<file path="config.mk">
export PLATFORM = sky130hd
export DESIGN_NAME = ram_arbiter
export DESIGN_NICKNAME = d
export VERILOG_FILES = /design/src/rtl/cpu_types_pkg.sv /design/src/rtl/rr_picker.sv /design/src/rtl/ram_arbiter.sv
export SDC_FILE = /design/constraint.sdc
export NUM_CORES = 1
export LEC_CHECK = 0
export BUFFER_PORTS_ARGS = -buffer_cell sky130_fd_sc_hd__buf_4
export CORE_AREA = 2 2 170 172
export CTS_CLUSTER_DIAMETER = 120
export CTS_CLUSTER_SIZE = 10
export DETAILED_ROUTE_END_ITERATION = 10
export DIE_AREA = 0 0 172 174
export PLACE_DENSITY = 0.4
export SYNTH_ARGS = -nofsm -noshare
export SYNTH_HDL_FRONTEND = slang
export SYNTH_SLANG_ARGS = --single-unit
</file>
<file path="constraint.sdc">
create_clock -name CLK -period 1.3 [get_ports CLK]
set_input_delay 0.065 -clock CLK [delete_from_list [all_inputs] [get_ports CLK]]
set_output_delay 0.065 -clock CLK [all_outputs]
set_load 0.03 [all_outputs]
</file>
<file path="src/rtl/cpu_types_pkg.sv">
// Shared CPU/RAM types plus the arbiter's FSM state and grant-class encodings.
package cpu_types_pkg;

    typedef logic [31:0] word_t;

    typedef enum logic [1:0] {
        FREE   = 2'd0,
        BUSY   = 2'd1,
        ACCESS = 2'd2,
        ERROR  = 2'd3
    } ramstate_t;

    typedef enum logic {
        IDLE  = 1'b0,
        GRANT = 1'b1
    } arb_state_t;

    typedef enum logic {
        ARB_DATA  = 1'b0,
        ARB_INSTR = 1'b1
    } arb_cls_t;

    // A single core still needs a one-bit pointer.
    function automatic int ptr_width(input int n);
        return (n > 1) ? $clog2(n) : 1;
    endfunction

endpackage

</file>
<file path="src/rtl/rr_picker.sv">
// Combinational find-first-set starting at ptr, wrapping past N-1 back to 0.
module rr_picker #(
    parameter int N  = 2,
    parameter int PW = 1
) (
    input  logic [N-1:0]  req,
    input  logic [PW-1:0] ptr,
    output logic          valid,
    output logic [PW-1:0] idx
);

    // Walk offsets from farthest to nearest so the nearest pending requester wins.
    always_comb begin
        int cand;
        valid = 1'b0;
        idx   = '0;
        cand  = 0;
        for (int off = N - 1; off >= 0; off--) begin
            cand  = (int'(ptr) + off >= N) ? (int'(ptr) + off - N) : (int'(ptr) + off);
            valid = valid | req[cand];
            idx   = req[cand] ? PW'(cand) : idx;
        end
    end

endmodule

</file>
<file path="src/rtl/ram_arbiter.sv">
// Registered-grant arbiter sharing one RAM port between the I- and D-caches
// of CPUS cores: data beats instruction, round-robin within each class.
module ram_arbiter
    import cpu_types_pkg::*;
#(
    parameter int CPUS = 2
) (
    input  logic                CLK,
    input  logic                nRST,
    input  logic [CPUS-1:0]     dREN,
    input  logic [CPUS-1:0]     dWEN,
    input  word_t [CPUS-1:0]    daddr,
    input  word_t [CPUS-1:0]    dstore,
    input  logic [CPUS-1:0]     iREN,
    input  word_t [CPUS-1:0]    iaddr,
    output logic [CPUS-1:0]     dwait,
    output logic [CPUS-1:0]     iwait,
    output word_t [CPUS-1:0]    dload,
    output word_t [CPUS-1:0]    iload,
    output logic                ramREN,
    output logic                ramWEN,
    output word_t               ramaddr,
    output word_t               ramstore,
    input  word_t               ramload,
    input  ramstate_t           ramstate
);

    localparam int PW = ptr_width(CPUS);

    arb_state_t        state_q, state_d;
    arb_cls_t          gcls_q, gcls_d;
    logic [PW-1:0]     gidx_q, gidx_d;
    logic [PW-1:0]     dptr_q, dptr_d;
    logic [PW-1:0]     iptr_q, iptr_d;

    logic [CPUS-1:0]   dpend_s;
    logic              dvalid_s, ivalid_s;
    logic [PW-1:0]     didx_s, iidx_s;
    logic [PW-1:0]     gnext_s;

    assign dpend_s = dREN | dWEN;
    assign gnext_s = (gidx_q == PW'(CPUS - 1)) ? '0 : gidx_q + PW'(1);
    assign dload   = {CPUS{ramload}};
    assign iload   = {CPUS{ramload}};

    rr_picker #(.N(CPUS), .PW(PW)) u_dpick (
        .req   (dpend_s),
        .ptr   (dptr_q),
        .valid (dvalid_s),
        .idx   (didx_s)
    );

    rr_picker #(.N(CPUS), .PW(PW)) u_ipick (
        .req   (iREN),
        .ptr   (iptr_q),
        .valid (ivalid_s),
        .idx   (iidx_s)
    );

    // Next-state, pointer update and live RAM-port muxing for the current grant.
    always_comb begin
        state_d  = state_q;
        gcls_d   = gcls_q;
        gidx_d   = gidx_q;
        dptr_d   = dptr_q;
        iptr_d   = iptr_q;
        dwait    = '1;
        iwait    = '1;
        ramREN   = 1'b0;
        ramWEN   = 1'b0;
        ramaddr  = '0;
        ramstore = '0;
        case (state_q)
            IDLE: begin
                if (dvalid_s) begin
                    gcls_d  = ARB_DATA;
                    gidx_d  = didx_s;
                    state_d = GRANT;
                end else if (ivalid_s) begin
                    gcls_d  = ARB_INSTR;
                    gidx_d  = iidx_s;
                    state_d = GRANT;
                end else begin
                    state_d = IDLE;
                end
            end
            GRANT: begin
                if (gcls_q == ARB_DATA) begin
                    // A withdrawn request abandons the grant with no acknowledge.
                    if (dpend_s[gidx_q]) begin
                        ramaddr  = daddr[gidx_q];
                        ramstore = dstore[gidx_q];
                        ramWEN   = dWEN[gidx_q];
                        ramREN   = dREN[gidx_q] & ~dWEN[gidx_q];
                        if (ramstate == ACCESS) begin
                            dwait[gidx_q] = 1'b0;
                            dptr_d        = gnext_s;
                            state_d       = IDLE;
                        end else begin
                            state_d = GRANT;
                        end
                    end else begin
                        state_d = IDLE;
                    end
                end else begin
                    if (iREN[gidx_q]) begin
                        ramaddr = iaddr[gidx_q];
                        ramREN  = 1'b1;
                        if (ramstate == ACCESS) begin
                            iwait[gidx_q] = 1'b0;
                            iptr_d        = gnext_s;
                            state_d       = IDLE;
                        end else begin
                            state_d = GRANT;
                        end
                    end else begin
                        state_d = IDLE;
                    end
                end
            end
            default: begin
                state_d = IDLE;
            end
        endcase
    end

    // State, grant and pointer registers with synchronous active-low reset.
    always_ff @(posedge CLK) begin
        if (!nRST) begin
            state_q <= IDLE;
            gcls_q  <= ARB_DATA;
            gidx_q  <= '0;
            dptr_q  <= '0;
            iptr_q  <= '0;
        end else begin
            state_q <= state_d;
            gcls_q  <= gcls_d;
            gidx_q  <= gidx_d;
            dptr_q  <= dptr_d;
            iptr_q  <= iptr_d;
        end
    end

endmodule

</file>
## Word-level counts from Yosys, hierarchy flattened

Index checks and enable logic that the tools add are counted.
W data, S select, Z words.

| word-level totals | value |
|---|---|
| logic and storage cells | 105 |
| register bits | 5 |

| cells by class | value |
|---|---|
| add/sub/neg operators | 7 |
| mux-type cells | 69 |
| $lt $le $gt $ge | 10 |
| eq/ne operators | 1 |
| bitwise operators | 8 |
| reduce and logical (&&, ||, !) cells | 5 |

Operators by type and width:

| operator | count |
|---|---|
| $mux W32 | 17 |
| $lt A32 B3 Y1 const B | 4 |
| $sub A32 B3 Y32 const B | 2 |
| $mux W1 | 43 |
| $mux W2 | 7 |
| $reduce_and A4 Y1 | 2 |
| $sub A1 B2 Y3 const B | 2 |
| $add A1 B1 Y2 const B | 2 |
| $ge A1 B2 Y1 const B | 2 |
| $ge A2 B2 Y1 const B | 2 |
| $not A1 Y1 | 3 |
| $eq A2 B2 Y1 const B | 1 |
| $lt A1 B2 Y1 const B | 1 |
| $not A2 Y2 | 1 |
| $or A1 B1 Y1 | 2 |
| $or A2 B2 Y2 | 1 |
| $pmux W1 S2 | 1 |
| $reduce_and A2 Y1 | 1 |
| $reduce_bool A2 Y1 | 1 |
| $add A1 B1 Y1 const B | 1 |
| $and A1 B1 Y1 | 1 |
| $demux W1 S1 | 1 |
| $ge A1 B1 Y1 const B | 1 |
| $logic_and A1 B1 Y1 | 1 |

## Depth between registers and ports, before layout

Gate-level depths: netlist of the first run.

| depth | value |
|---|---|
| depth in word-level cells | 10 |
| mapped depth | 7 |

## By module

A second synthesis of the first run with hierarchy kept.

| second synthesis, totals | value |
|---|---|
| cells, all modules | 364 |
| area, all modules | 2763.9 µm² |

Modules (own cells, without submodules):

| module | instances | sequential area each (µm²) | cells each | area an instance (µm²) |
|---|---|---|---|---|
| ram_arbiter | 1 | 100.1 | 358 | 2728.9 |
| rr_picker | 2 | 0.0 | 3 | 17.5 |

## Worst setup path before layout of the first run

No wires, ideal clock.

| timing path | value |
|---|---|
| path type | flip-flop to output port |
| start | reg gidx_q |
| end | out ramREN |
| setup slack | -0.406 ns |
| cell stages (with the launch flop) | 6 |
| arrival time | 1.641 ns |
| buffers on the path | 3 |
| path through | dfxtp_1 buf_4 buf_2 buf_2 a32oi_1 o21ai_0 |

| on the way | value |
|---|---|
| longest elaborated chain between the ends | 7 |
| elaborated cells between the ends (all ways) | 14 |
| classes of those cells | 12 x mux; 2 x bitwise |

RTL lines:

| item | RTL line | source |
|---|---|---|
| start, declared | ram_arbiter.sv:32 | `logic [PW-1:0] gidx_q, gidx_d;` |
| start signal, assigned | ram_arbiter.sv:138 | `gidx_q <= gidx_d;` |
| $mux W1 (not written as such) (2 in a row) | ram_arbiter.sv:94 | `ramREN = dREN[gidx_q] & ~dWEN[gidx_q];` |
| $not A1 Y1 | ram_arbiter.sv:94 |  |
| $and A1 B1 Y1 | ram_arbiter.sv:94 |  |
| $mux W1 | ram_arbiter.sv:90 | `if (dpend_s[gidx_q]) begin` |
| $mux W1 * | ram_arbiter.sv:88 | `if (gcls_q == ARB_DATA) begin` |
| $mux W1 * | ram_arbiter.sv:73 | `case (state_q)` |
| end, declared | ram_arbiter.sv:20 | `output logic ramREN,` |

Mark *: on every way between the ends. The rest lies on a longest branch, timed or not. The select of a mux whose other input is x is not followed.

## Worst setup path after layout of the first run

| timing path | value |
|---|---|
| start | reg gidx_q |
| end | out ramaddr[29] |

| on the way | value |
|---|---|
| longest elaborated chain between the ends | 5 |
| elaborated cells between the ends (all ways) | 12 |
| classes of those cells | 12 x mux |

RTL lines:

| item | RTL line | source |
|---|---|---|
| $mux W32 (not written as such) (tied with other cells) (2 in a row) | ram_arbiter.sv:91 | `ramaddr = daddr[gidx_q];` |
| $mux W32 (on tied branches) | ram_arbiter.sv:90, ram_arbiter.sv:106 |  |
| $mux W32 * | ram_arbiter.sv:88 |  |
| $mux W32 * | ram_arbiter.sv:73 |  |
| end, declared | ram_arbiter.sv:22 | `output word_t ramaddr,` |

Marks and branches as above.

==> flow_summary.ini, run 1 <==
[clock_network]
path_clk_slew_ns = 0.03
cts_buffers = 3
cts.path.max_buffers = 2
clock_root_buffer = clkbuf_16
tritoncts_clock_tree = done
cts_hold_buf = 0
cts.sink_count = 5
htree_levels = 1
insertion_delay_ns = 0.23

[floorplan]
start_util = 0.0968
ios = 432
fp.dieW_um = 172
chipHeight_um = 174
core-area_sq_um = 28200
rows = 62
floorplan.die_area_sq_um = 29900

[finish]
final_layout_size_suffix_gt1_frac = 0.761
layout_common_cells = buf_4, mux2i_1, buf_6, o22ai_4
most_common_library_cell_in_the_layout_ignoring_fill_and_taps = buf_4
multi_input_area_sq_um = 2150
antenna_cells = 0
final_nets = 779
area_delta_synth_final_pct = 113
final_instance_area_sq_um = 5820
sequential_cell_area_sq_um = 109
fillers = 3185

[synth]
ys_ff_latch = 5
yosys.area_share.adder = 0
top_ff_cell_synth = dfxtp_1
yosysUniqueCellTypes = 30
yosys.area_share.xor_xnor = 0
postSynthAreaPerCell_sq_um = 7.68
yosys_warnings = 0
netlist_instances = 356
synth_simple_gate_area_frac = 0.0879
compound_gate_portion_of_the_synthesized_area = 0.108
postSynthNetCount = 590
yosysTopAreaCellShare = 0.355
top_cells_by_area_synth = mux2i_1, buf_4, o22ai_1, nor2_1, dfxtp_1
synth_enable_flop_cells = 0
netlist_area_sq_um = 2730
synth_top_cell_by_area = mux2i_1
share_of_synthesized_flip_flops_with_an_asynchronous_set_or_reset = 0
synth_seq_area_share = 0.0366
yosys-mux-area-fraction = 0.369
synth_top_family_by_area = buffers and inverters

[global_route]
grt_first_pass_wirelength_um = 19300
grt-ovfl-total = 0
first_global_vias = 3495
grt.total_usage = 0.0833
grt_antenna_before_repair = 0
grt_start_max_net_pins = 23

[sta]
pins_over_slew_limit = 0
final-hold-violation-count = 0
grt_setup_unrepaired = yes
max_freq_mhz = 577
worst_clock_skew_ns = 0.00109
period_utilisation_layout = 1.33
setup-violations-final = 71
slew_headroom = 0.695
setup_ws_ns = -0.433
max_slew.worst_pin.slew_ns = 0.457
min_period_ns = 1.73
timing.hold.ws_ns = 0.102

[setup_path]
path_buf_inv = 4
worst_path_dominant_cell_family = buffers and inverters
crit_start = gidx_q$_SDFFE_PN0P_
max_stage_delay_ns = 0.39
cp_data_required_time_ns = 1.24
crit_chain = mux2_4 > nand3_4 > buf_12 > buf_8 > buf_12 > o22ai_4 > buf_6
r2r_slack_ns = -0.17
crit_path_end_kind = output pin
crit_end = ramaddr[29]
worst_path_most_repeated_cell = buf_12
cp.arrival_ns = 1.67
critical_path.slowest_cell = dfxtp_4
regToRegEndpoint = state_q$_SDFF_PN0_
cp-start-kind = register
worstRegToRegCells = 6
crit_path_max_fanout = 7
critical_path_cell_count = 7
timing.rr.start = gidx_q$_SDFFE_PN0P_
setup.worst_path.class = register to output pin

[place]
place_congestion = 0.733
placed_cell_area_sq_um = 4930
port_buffers = 271
dpl.hpwl_um = 10900
pre_cts_ws_ns = -0.419

[min_path]
class_of_the_tightest_hold_or_removal_check = input pin to register

[drt]
avgViaCountPerCell = 3.41
met2_wirelength_um = 7430
dr.pass1.iters = 4
detail_route.drc_violations = 0
dr_wl_met3_um = 1540
wl_per_cell_um = 15.4
top_layer = met4
postRouteAntennaNets = 0
vias = 3168
detail_route.wirelength.met1_um = 4830
wl_um = 14300
initialDrtViolationCount = 74

[power]
power_density_nw_per_um2 = 523
worst_ir_drop_vdd_v = 0.000243
leakagePower_nw = 2.39

[status]
violations = setup timing
run_status = complete, but fails checks

[job]
drv_cap = 0
Yosys cell counts, types with 2 or more instances:
cell type    n
buf_4      129
mux2i_1     97
nor2_1      37
o22ai_1     32
buf_2       19
dfxtp_1      5
inv_1        5
o21ai_0      4
a21oi_1      3
clkbuf_1     2
nand2b_1     2
or2_1        2
or3_1        2
registers in the layout, summed over array words and instances (netlist names):
register  count
dptr_q        1
gcls_q        1
gidx_q        1
iptr_q        1
state_q       1
kinds of logic after synthesis:
| logic type | count (synthesis) |
|---|---|
| muxes | 99 |
| DFF | 5 |
| and+or+nand+nor | 51 |
| buffers and inverters | 155 |
| AOI/OAI and AO/OA | 46 |
how the worst min path moves through the flow:
stage                from                  end  slack (ns)  depth (start not counted)
4_1_cts              nRST  iptr_q$_SDFFE_PN0P_         0.1                          2
5_1_grt              nRST  iptr_q$_SDFFE_PN0P_        0.11                          2
2_1_floorplan        nRST  gidx_q$_SDFFE_PN0P_        0.21                          2
3_3_place_gp   ramload[4]            iload[36]        0.13                          0
3_5_place_dp   ramload[4]            iload[36]        0.13                          0
6_report             nRST  iptr_q$_SDFFE_PN0P_        0.10                          2
what timing repair did:
action	4_1_cts	5_1_grt
gates cloned	3	5
pin swaps	5	1
resized for setup	87	46
buffers inserted	10	1
setup endpoints to repair	73	73
routing by layer:
metal	GRT usage	vias to the layer above
li1	-	1501
met1	0.0855	1411
met2	0.157	207
met3	0.0239	49
met4	0.0319	0
met5	0	-
worst register-to-register path: stages, from the launching register on:
cell and delay [ns]:
dfxtp_4 0.37, buf_4 0.14, buf_4 0.14, inv_4 0.05, mux4_2 0.47, a31oi_1 0.14
nor2_1 0.05
metrics by stage:
stage	cells	util	TNS [ns]	power, mW
CTS	922	0.195	-25.02	2.88
detailed placement	905	0.175	-13.34	2.14
global route	928	0.206	-30.29	3.23
floorplan	356	-	-8.16	1.94
finish	928	0.206	-24.26	3.05
global placement	905	0.175	-13.67	2.15
where the power goes:
part	internal [mW]	switching, mW
Sequential	0.163	0.0167
Combinational	1.25	1.11
Clock	0.406	0.0994
Total	1.82	1.22
cell type report:
cell class	instances	share of cell area
flip-flops and latches	5	0.0187
repair buffers	334	0.513
inverters	5	0.00366
clock buffers	4	0.0135
well taps	384	0.0826
multi-input cells	196	0.369
No activity file was read; power rests on OpenSTA's default activity.
==> inputs of run 2 (changes only) <==
--- a/config.mk
+++ b/config.mk
@@ -11,7 +11,7 @@
 export CTS_CLUSTER_SIZE = 10
 export DETAILED_ROUTE_END_ITERATION = 10
 export DIE_AREA = 0 0 172 174
-export PLACE_DENSITY = 0.4
+export PLACE_DENSITY_LB_ADDON = 0.12
 export SYNTH_ARGS = -nofsm -noshare
 export SYNTH_HDL_FRONTEND = slang
 export SYNTH_SLANG_ARGS = --single-unit
==> run 2 against run 1 <==
The run still ends with setup timing left; clock-buffer cell count decreased by 1; core utilization about the same; final cell count decreased by 1.3%; via count decreased by 3.7%; power decreased by 1.1%; fmax increased by 0.77%.
==> flow_summary.ini, run 2 (same netlist as run 1, synthesis figures left out) <==
[drt]
avgViaCountPerCell = 3.33
postRouteAntennaNets = 0
vias = 3052
detail_route.drc_violations = 0
wl_per_cell_um = 15.3
initialDrtViolationCount = 83
dr.pass1.iters = 6
wl_um = 14100

[setup_path]
cp-start-kind = register
setup.worst_path.class = register to output pin
cp_data_required_time_ns = 1.24
crit_path_max_fanout = 11
crit_path_end_kind = output pin
cp.arrival_ns = 1.65

[power]
worst_ir_drop_vdd_v = 0.000340
power_density_nw_per_um2 = 518
leakagePower_nw = 2.36

[global_route]
first_global_vias = 3423
grt_antenna_before_repair = 0
grt_start_max_net_pins = 23
grt_first_pass_wirelength_um = 20200
grt-ovfl-total = 0
grt.total_usage = 0.0873

[finish]
area_delta_synth_final_pct = 113
layout.cells.non_filler = 916
multi_input_area_sq_um = 2210
sequential_cell_area_sq_um = 108
final_layout_size_suffix_gt1_frac = 0.769
fillers = 3193
antenna_cells = 0
layout_common_cells = buf_4, mux2i_1, buf_6, o22ai_4, nor2_1
utilization = 0.206
most_common_library_cell_in_the_layout_ignoring_fill_and_taps = buf_4
final_nets = 767

[sta]
worst_clock_skew_ns = 0.00210
period_utilisation_layout = 1.32
setup-violations-final = 71
pins_over_slew_limit = 0
slew_headroom = 0.715
min_period_ns = 1.72
setup_ws_ns = -0.419
max_freq_mhz = 582
final-hold-violation-count = 0
setup_total_negative_slack_ns = -24.61
grt_setup_unrepaired = yes
max_slew.worst_pin.slew_ns = 0.423

[clock_network]
insertion_delay_ns = 0.23
path_clk_slew_ns = 0.03
htree_levels = 1
cts.path.max_buffers = 2
cts_buffers = 3
clock_root_buffer = clkbuf_16
cts.sink_count = 5
tritoncts_clock_tree = done

[min_path]
class_of_the_tightest_hold_or_removal_check = input pin to register

[floorplan]
start_util = 0.0968
chipHeight_um = 174
core-area_sq_um = 28200
fp.dieW_um = 172
rows = 62
ios = 432
floorplan.die_area_sq_um = 29900

[place]
port_buffers = 271
post-place-cells = 893
dpl.hpwl_um = 11100
place_congestion = 0.769

[job]
drv_cap = 0

[status]
run_status = complete, but fails checks
violations = setup timing
run 2: cell count changes in the layout (fill, tap and decap cells not counted), sizes merged:
cell,delta
clkinv,+1
clkbuf,-3
buf,-10
run 2: final cells by class:
type,instances,share of cell area
inverter,5,0.00323
multi-input combinational,196,0.381
tap,384,0.0827
clock buffer,3,0.0129
clock inverter,1,0.000861
sequential,5,0.0185
timing repair buffer,322,0.501
run 2: timing repair:
| item | in CTS | in global routing |
|---|---|---|
| endpoints found under the setup margin | 73 | 73 |
| pin swaps | 6 | 5 |
| gates resized for setup | 94 | 45 |
| hold buffers | 0 | 0 |
| endpoints found under the hold margin | 0 | 0 |
| buffers inserted | 12 | 2 |
| cloned | 5 | 1 |
run 2: worst paths after layout:
path,depth (start not counted),endpoint,from,slack [ns]
setup / recovery,7,ramaddr[0],gidx_q$_SDFFE_PN0P_,-0.42
hold reg to reg,1,iptr_q$_SDFFE_PN0P_,iptr_q$_SDFFE_PN0P_,0.50
hold / removal,2,iptr_q$_SDFFE_PN0P_,nRST,0.10
setup reg to reg,5,iptr_q$_SDFFE_PN0P_,gidx_q$_SDFFE_PN0P_,-0.15
run 2: worst max-delay path: stages, from the launching register on:
cell and delay [ns]:
dfxtp_4 0.40, o21ai_2 0.07, o21ai_1 0.08, nand3b_1 0.14
buf_12 0.19, buf_16 0.16, o22ai_2 0.20, buf_6 0.15
run 2: metrics by stage:
step                area, sq um  setup WS [ns]  total power [mW]  hold slack (ns)
detailed placement         4850         -0.279              2.10            0.130
global placement           4850         -0.275              2.10            0.130
floorplan                  3140         -0.202              1.94            0.209
CTS                        5540         -0.406              2.93           0.0964
finish                     5810         -0.419              3.01            0.102
global route               5810         -0.471              3.18            0.116
run 2: per-layer routing:
metal  global-route usage  up-vias  part of all wire
li1                     -     1473                 -
met1                0.104     1422              0.38
met2                0.159      149              0.53
met3               0.0253        8             0.083
met4              0.00665        0            0.0049
met5                    0        -                 0
run 2: where the power goes:
part | switching, mW | leakage, nW | internal (mW) | total [mW]
Clock | 0.0996 | 0.0409 | 0.402 | 0.501
Combinational | 1.09 | 2.27 | 1.25 | 2.33
Sequential | 0.0140 | 0.0422 | 0.163 | 0.177
